===== config.mk =====
export PLATFORM = sky130hd
export DESIGN_NAME = bfloat_mul_seq_flat
export DESIGN_NICKNAME = d
export VERILOG_FILES = /design/src/rtl/bfloat_mul_seq_if.sv /design/src/rtl/bfloat_mul_seq.sv /design/src/flat_wrapper.sv
export SDC_FILE = /design/constraint.sdc
export NUM_CORES = 1
export LEC_CHECK = 0
export BUFFER_PORTS_ARGS = -buffer_cell sky130_fd_sc_hd__buf_2
export CORE_UTILIZATION = 25
export DETAILED_ROUTE_END_ITERATION = 6
export HOLD_SLACK_MARGIN = 0.1
export SLEW_MARGIN = 10
export SYNTH_ARGS = -nofsm -noshare
export SYNTH_HDL_FRONTEND = slang
export SYNTH_SLANG_ARGS = --single-unit

===== constraint.sdc =====
create_clock -name clk -period 3.85 [get_ports clk]
set_input_delay 0.385 -clock clk [delete_from_list [all_inputs] [get_ports clk]]
set_output_delay 0.385 -clock clk [all_outputs]
set_load 0.02 [all_outputs]

===== src/rtl/bfloat_mul_seq_if.sv =====
// rtl/bfloat_mul_seq_if.sv - operand/result handshake bundle for bfloat_mul_seq
interface bfloat_mul_seq_if #(
  parameter int EXP_W = 8,
  parameter int MAN_W = 7
);
  logic                   in_valid;
  logic                   in_ready;
  logic [EXP_W+MAN_W-1:0] flp_a;
  logic [EXP_W+MAN_W-1:0] flp_b;
  logic                   out_valid;
  logic                   out_ready;
  logic [EXP_W+MAN_W-1:0] result;
  logic [2:0]             flags;

  modport master (
    output in_valid, flp_a, flp_b, out_ready,
    input  in_ready, out_valid, result, flags
  );

  modport slave (
    input  in_valid, flp_a, flp_b, out_ready,
    output in_ready, out_valid, result, flags
  );
endinterface


===== src/rtl/bfloat_mul_seq.sv =====
// rtl/bfloat_mul_seq.sv - multi-cycle shift-add unsigned float multiplier
// Round-to-nearest-even when BFLOAT_MUL_RNE_EN is defined, truncation otherwise.
module bfloat_mul_seq #(
  parameter int EXP_W = 8,
  parameter int MAN_W = 7
) (
  input  logic             clk,
  input  logic             rst,
  bfloat_mul_seq_if.slave  mul_if
);
  localparam int W  = EXP_W + MAN_W;
  localparam int SW = MAN_W + 1;
  localparam int PW = 2 * SW;
  localparam int EW = EXP_W + 2;
  localparam int CW = $clog2(SW + 1);
  localparam logic [EW-1:0] BIAS = EW'((2 ** (EXP_W - 1)) - 1);
  localparam logic [EW-1:0] EMAX = EW'((2 ** EXP_W) - 1);
`ifdef BFLOAT_MUL_RNE_EN
  localparam logic RNE_EN = 1'b1;
`else
  localparam logic RNE_EN = 1'b0;
`endif

  typedef enum logic [1:0] {S_IDLE, S_MUL, S_NORM, S_DONE} state_t;

  state_t             state_q;
  logic [EXP_W-1:0]   exp_a_q, exp_b_q;
  logic [PW-1:0]      mcand_q;
  logic [SW-1:0]      mplier_q;
  logic [PW-1:0]      acc_q;
  logic [CW-1:0]      cnt_q;
  logic [W-1:0]       result_q;
  logic [2:0]         flags_q;
  logic               in_ready_q;
  logic               out_valid_q;

  logic               shift;
  logic [PW-2:0]      pn;
  logic [MAN_W-1:0]   frac;
  logic               guard, sticky, round_up;
  logic [MAN_W:0]     frac_r;
  logic [EW-1:0]      e;
  logic               a_zero, b_zero, a_inf, b_inf;
  logic [W-1:0]       result_d;
  logic [2:0]         flags_d;

  // Product is in [1,4): pn drops the hidden one so only fraction bits remain.
  always_comb begin
    shift    = acc_q[PW-1];
    pn       = shift ? acc_q[PW-2:0] : {acc_q[PW-3:0], 1'b0};
    frac     = pn[PW-2 -: MAN_W];
    guard    = pn[PW-2-MAN_W];
    sticky   = |pn[PW-3-MAN_W:0];
    round_up = RNE_EN & guard & (sticky | frac[0]);
    frac_r   = {1'b0, frac} + {{MAN_W{1'b0}}, round_up};
    e        = {2'b00, exp_a_q} + {2'b00, exp_b_q} - BIAS
             + {{(EW-1){1'b0}}, shift} + {{(EW-1){1'b0}}, frac_r[MAN_W]};
    a_zero   = (exp_a_q == '0);
    b_zero   = (exp_b_q == '0);
    a_inf    = &exp_a_q;
    b_inf    = &exp_b_q;
    result_d = {e[EXP_W-1:0], frac_r[MAN_W-1:0]};
    flags_d  = 3'b000;
    if ((a_zero && b_inf) || (a_inf && b_zero)) begin
      result_d = '1;
      flags_d  = 3'b100;
    end else if (a_zero || b_zero) begin
      result_d = '0;
    end else if (a_inf || b_inf) begin
      result_d = {{EXP_W{1'b1}}, {MAN_W{1'b0}}};
    end else if (!e[EW-1] && (e >= EMAX)) begin
      result_d = {{EXP_W{1'b1}}, {MAN_W{1'b0}}};
      flags_d  = 3'b010;
    end else if (e[EW-1] || (e == '0)) begin
      result_d = '0;
      flags_d  = 3'b001;
    end
  end

  always_ff @(posedge clk or posedge rst) begin
    if (rst) begin
      state_q     <= S_IDLE;
      exp_a_q     <= '0;
      exp_b_q     <= '0;
      mcand_q     <= '0;
      mplier_q    <= '0;
      acc_q       <= '0;
      cnt_q       <= '0;
      result_q    <= '0;
      flags_q     <= '0;
      in_ready_q  <= 1'b1;
      out_valid_q <= 1'b0;
    end else begin
      case (state_q)
        S_IDLE: begin
          if (mul_if.in_valid) begin
            exp_a_q    <= mul_if.flp_a[W-1 -: EXP_W];
            exp_b_q    <= mul_if.flp_b[W-1 -: EXP_W];
            mcand_q    <= {{SW{1'b0}}, 1'b1, mul_if.flp_a[MAN_W-1:0]};
            mplier_q   <= {1'b1, mul_if.flp_b[MAN_W-1:0]};
            acc_q      <= '0;
            cnt_q      <= '0;
            in_ready_q <= 1'b0;
            state_q    <= S_MUL;
          end
        end
        S_MUL: begin
          // Special cases still run the full loop so latency is constant.
          acc_q    <= acc_q + (mplier_q[0] ? mcand_q : '0);
          mcand_q  <= {mcand_q[PW-2:0], 1'b0};
          mplier_q <= {1'b0, mplier_q[SW-1:1]};
          cnt_q    <= cnt_q + 1'b1;
          if (cnt_q == CW'(MAN_W)) begin
            state_q <= S_NORM;
          end
        end
        S_NORM: begin
          result_q    <= result_d;
          flags_q     <= flags_d;
          out_valid_q <= 1'b1;
          state_q     <= S_DONE;
        end
        S_DONE: begin
          if (mul_if.out_ready) begin
            out_valid_q <= 1'b0;
            in_ready_q  <= 1'b1;
            state_q     <= S_IDLE;
          end
        end
        default: state_q <= S_IDLE;
      endcase
    end
  end

  assign mul_if.in_ready  = in_ready_q;
  assign mul_if.out_valid = out_valid_q;
  assign mul_if.result    = result_q;
  assign mul_if.flags     = flags_q;
endmodule


===== src/flat_wrapper.sv =====
// flat-port wrapper written by rule: the top's interface ports become plain ports
module bfloat_mul_seq_flat 
#(
  parameter int EXP_W = 8,
  parameter int MAN_W = 7
)
  (clk, rst, mul_if_in_valid, mul_if_flp_a, mul_if_flp_b, mul_if_out_ready, mul_if_in_ready, mul_if_out_valid, mul_if_result, mul_if_flags);
  bfloat_mul_seq_if #(.EXP_W(EXP_W), .MAN_W(MAN_W)) mul_if_i ();
  input  logic clk;
  input  logic rst;
  input wire logic [$bits(mul_if_i.in_valid)-1:0] mul_if_in_valid;
  input wire logic [$bits(mul_if_i.flp_a)-1:0] mul_if_flp_a;
  input wire logic [$bits(mul_if_i.flp_b)-1:0] mul_if_flp_b;
  input wire logic [$bits(mul_if_i.out_ready)-1:0] mul_if_out_ready;
  output wire logic [$bits(mul_if_i.in_ready)-1:0] mul_if_in_ready;
  output wire logic [$bits(mul_if_i.out_valid)-1:0] mul_if_out_valid;
  output wire logic [$bits(mul_if_i.result)-1:0] mul_if_result;
  output wire logic [$bits(mul_if_i.flags)-1:0] mul_if_flags;
  assign mul_if_i.in_valid = mul_if_in_valid;
  assign mul_if_i.flp_a = mul_if_flp_a;
  assign mul_if_i.flp_b = mul_if_flp_b;
  assign mul_if_i.out_ready = mul_if_out_ready;
  assign mul_if_in_ready = mul_if_i.in_ready;
  assign mul_if_out_valid = mul_if_i.out_valid;
  assign mul_if_result = mul_if_i.result;
  assign mul_if_flags = mul_if_i.flags;
  bfloat_mul_seq #(.EXP_W(EXP_W), .MAN_W(MAN_W)) u_core (.clk(clk), .rst(rst), .mul_if(mul_if_i));
endmodule

==> results.yml <==
outcome:
  run_status: "finished clean"
synth:
  synth.ff_latch_count: 82
  synth_compound_gate_area_share: 0.220
  seq_area_frac_synth: 0.412
  netlist_instances: 508
  synth.net_count: 574
  synth-async-reset-ratio: 1.00
  post-synth-top-area-cell: "sky130_fd_sc_hd__dfrtp_1"
  post_synth_most_frequent_cells: "sky130_fd_sc_hd__dfrtp_1 (81), sky130_fd_sc_hd__nand2_1 (47), sky130_fd_sc_hd__o21ai_0 (45), sky130_fd_sc_hd__a21oi_1 (34), sky130_fd_sc_hd__ha_1 (30)"
  synth.avg_cell_area_um2: 9.82
  netlist_area_mm2: 0.00499
  yosys.area_share.simple: 0.141
  post_synth_xor_area_fraction: 0.0334
  post-synth-top-count-cell: "sky130_fd_sc_hd__dfrtp_1"
  synth_warnings: 0
  yosys-mux-area-fraction: 0.0823
  ys_dominant_reg_cell: "sky130_fd_sc_hd__dfrtp_1"
  post_synth_main_area_contributors: "sky130_fd_sc_hd__dfrtp_1 (41%), sky130_fd_sc_hd__ha_1 (7.5%), sky130_fd_sc_hd__mux2i_1 (4.6%)"
  synth_edf_count: 0
  synth.lib_cells_used.distinct: 62
  synth_top_area_share: 0.406
  synthAdderAreaFrac: 0.0833
  main_combinational_cell_family_by_area_after_synthesis: "compound AO/OA/AOI/OAI gates"
clock_network:
  post_cts.repair.setup_buffers: 0
  cts_tree: "built"
  cts_max_level: 3
  clk_latency_ns: 0.33
  buffer_depth_of_the_longest_clock_path: 2
  path_clk_slew_ns: 0.06
  clock-root-buffer: "sky130_fd_sc_hd__clkbuf_16"
  cts_hold_buffers: 0
  cts.repair.resized: 0
  clkSinkCount: 82
  numCtsBuffers: 9
global_route:
  track_usage: 0.114
  antenna_found_initial: 0
  grt_max_degree: 50
  grt_overflow_total: 0
  grt_first_pass_wirelength_mm: 18.6
  grt_pass1_vias: 3676
flow_run:
  cap_violations: 0
floorplanning:
  core_area_mm2: 0.0195
  row_count: 51
  top_level_ports: 54
  die_area_mm2: 0.0205
  die_x_um: 143
  initial_utilization: 0.255
  die_height_um: 143
route:
  routed_via_density: 4.77
  number_of_drc_markers_in_iteration_0: 272
  drt_first_pass_iters: 4
  drt_wl_total_mm: 11.4
  drt.antenna.violating_nets: 0
  mean_routed_wirelength_per_cell_um: 13.8
  dr_total_vias: 3946
  number_of_remaining_drc_errors: 0
cells_and_area:
  layout.nets: 623
  final_area_mm2: 0.00586
  layout.core_utilization: 0.300
  antenna_cells_inserted: 0
  layout.filler_cells: 2081
  drive_above_1_share: 0.185
  area.growth.synth_to_final_pct: 17.5
setup_path:
  timing.critical_path.from_type: "register"
  r2r_start: "u_core.exp_b_q[0]"
  cp.required_ns: 4.07
  critical_path_arrival_ns: 3.52
  cp-startpoint: "u_core.exp_b_q[0]"
  crit_path_end_kind: "register"
  critical_path_class: "register to register"
  critical_path.max_fanout: 11
  timing.reg2reg.worst_path_depth: 9
timing:
  final-max-slew-violation-count: 0
  timing.setup.tns_ns: 0
  setup_skew_ns: 0.00559
  setup_viol: 0
  finalWorstPathRequiredPeriod_ns: 3.30
  final-hold-violation-count: 0
  grt_setup_unrepaired: "no"
  timing.fmax_mhz: 303
  maxSlewHeadroom: 0.445
  transition_time_of_the_tightest_slew_check_pin_ns: 0.829
  timing.final.crit_share: 0.857
min_path:
  holdCritPathClass: "input pin to async pin"
pwr:
  static-leakage-power_nw: 2.61
  vdd.ir_drop.worst_mv: 0.382
  power_density_mw_per_mm2: 979
placed_design:
  place.gp.congestion: 0.818
  port_buffers: 53
  hpwlAfterDp_mm: 8.51
  placedInstanceArea_mm2: 0.00555
[layer usage]
layer | GRT usage | share of wire | vias up
li1 | - | - | 1999
met1 | 0.172 | 0.54 | 1873
met2 | 0.164 | 0.42 | 70
met3 | 0.0208 | 0.030 | 4
met4 | 0.0342 | 0.0057 | 0
met5 | 0 | 0 | -
[metrics by stage]
stage               instances  worst slack (ns)  hold slack [ns]  total power [W]
finish                    827             0.549           0.0866          0.00574
global route              827             0.376            0.128          0.00621
CTS                       827             0.586            0.110          0.00577
detailed placement        811             0.592            0.466          0.00486
global placement          811             0.641            0.461          0.00482
floorplan                 508             0.945            0.450          0.00407
[state kept, by name, summed over array words and instances, names as in the netlist, 3 cells and up]
name                  cells
u_core.exp_a_q            8
u_core.mcand_q           16
u_core.acc_q             16
u_core.cnt_q              4
u_core.mplier_q           8
u_core.mul_if.flags       3
u_core.mul_if.result     15
u_core.exp_b_q            8
[cell usage in the layout, fill, tap and decap left out, types with 4 or more instances in the layout]
master / instances
sky130_fd_sc_hd__xnor2_1: 11
sky130_fd_sc_hd__nand2_1: 47
sky130_fd_sc_hd__o21ai_0: 45
sky130_fd_sc_hd__and2_1: 17
sky130_fd_sc_hd__and3_1: 6
sky130_fd_sc_hd__a22o_1: 13
sky130_fd_sc_hd__nor2b_1: 4
sky130_fd_sc_hd__o41ai_1: 8
sky130_fd_sc_hd__a221oi_1: 7
sky130_fd_sc_hd__nor2_1: 20
sky130_fd_sc_hd__nor3_1: 6
sky130_fd_sc_hd__buf_4: 5
sky130_fd_sc_hd__buf_2: 53
sky130_fd_sc_hd__clkbuf_16: 9
sky130_fd_sc_hd__nand3_1: 11
sky130_fd_sc_hd__nand4_1: 7
sky130_fd_sc_hd__mux2_2: 16
sky130_fd_sc_hd__ha_1: 30
sky130_fd_sc_hd__nand2b_1: 4
sky130_fd_sc_hd__o211ai_1: 5
sky130_fd_sc_hd__a21oi_1: 34
sky130_fd_sc_hd__xor2_1: 8
sky130_fd_sc_hd__inv_1: 13
sky130_fd_sc_hd__a21o_1: 5
sky130_fd_sc_hd__mux2i_1: 23
sky130_fd_sc_hd__a31oi_1: 6
sky130_fd_sc_hd__dfrtp_1: 81
sky130_fd_sc_hd__nor4_1: 7
[final timing paths]
kind | endpoint | slack (ns)
setup / recovery | u_core.mul_if.flags[0] | 0.55
hold / removal | u_core.mul_if.result[12] | 0.09
setup reg to reg | u_core.mul_if.flags[0] | 0.55
hold reg to reg | u_core.mplier_q[2] | 0.48
max in group asynchronous | u_core.mplier_q[2] | 2.74
min in group clk | u_core.mul_if.out_valid | 0.27
[layout make-up]
cell class / instances / area, um^2 / share of cell area
Multi-Input combinational cell: 391 / 2810 / 0.479
Sequential cell: 82 / 2050 / 0.350
Tap cell: 265 / 332 / 0.0566
Timing Repair Buffer: 58 / 303 / 0.0517
Clock buffer: 14 / 274 / 0.0468
Inverter: 15 / 57.6 / 0.00982
Clock inverter: 2 / 35.0 / 0.00598
[power by group]
group | internal (W) | total (W) | switching, W
registers | 0.00121 | 0.00152 | 0.000312
logic | 0.00133 | 0.00334 | 0.00201
clock network | 0.000555 | 0.000879 | 0.000324
[critical path, stage by stage (launching register included)]
cell and delay [ns]:
sky130_fd_sc_hd__dfrtp_1 0.41, sky130_fd_sc_hd__ha_1 0.25, sky130_fd_sc_hd__fa_1 0.41, sky130_fd_sc_hd__a21o_1 0.24
sky130_fd_sc_hd__a21oi_1 0.18, sky130_fd_sc_hd__xnor2_1 0.39, sky130_fd_sc_hd__nand4_1 0.36, sky130_fd_sc_hd__a22oi_1 0.31
sky130_fd_sc_hd__o211ai_1 0.30, sky130_fd_sc_hd__a32o_1 0.34
[cell families (layout without fill, tap and decap cells)]
group,after synthesis,count (layout)
AO/OA/AOI/OAI,160,160
XOR/XNOR,19,19
adder cells (fa/ha/maj),32,32
buffers and inverters,35,89
flip-flops,82,82
multiplexers,39,39
AND/OR/NAND/NOR,141,141
Note: power is estimated with default switching activity, not from simulation.
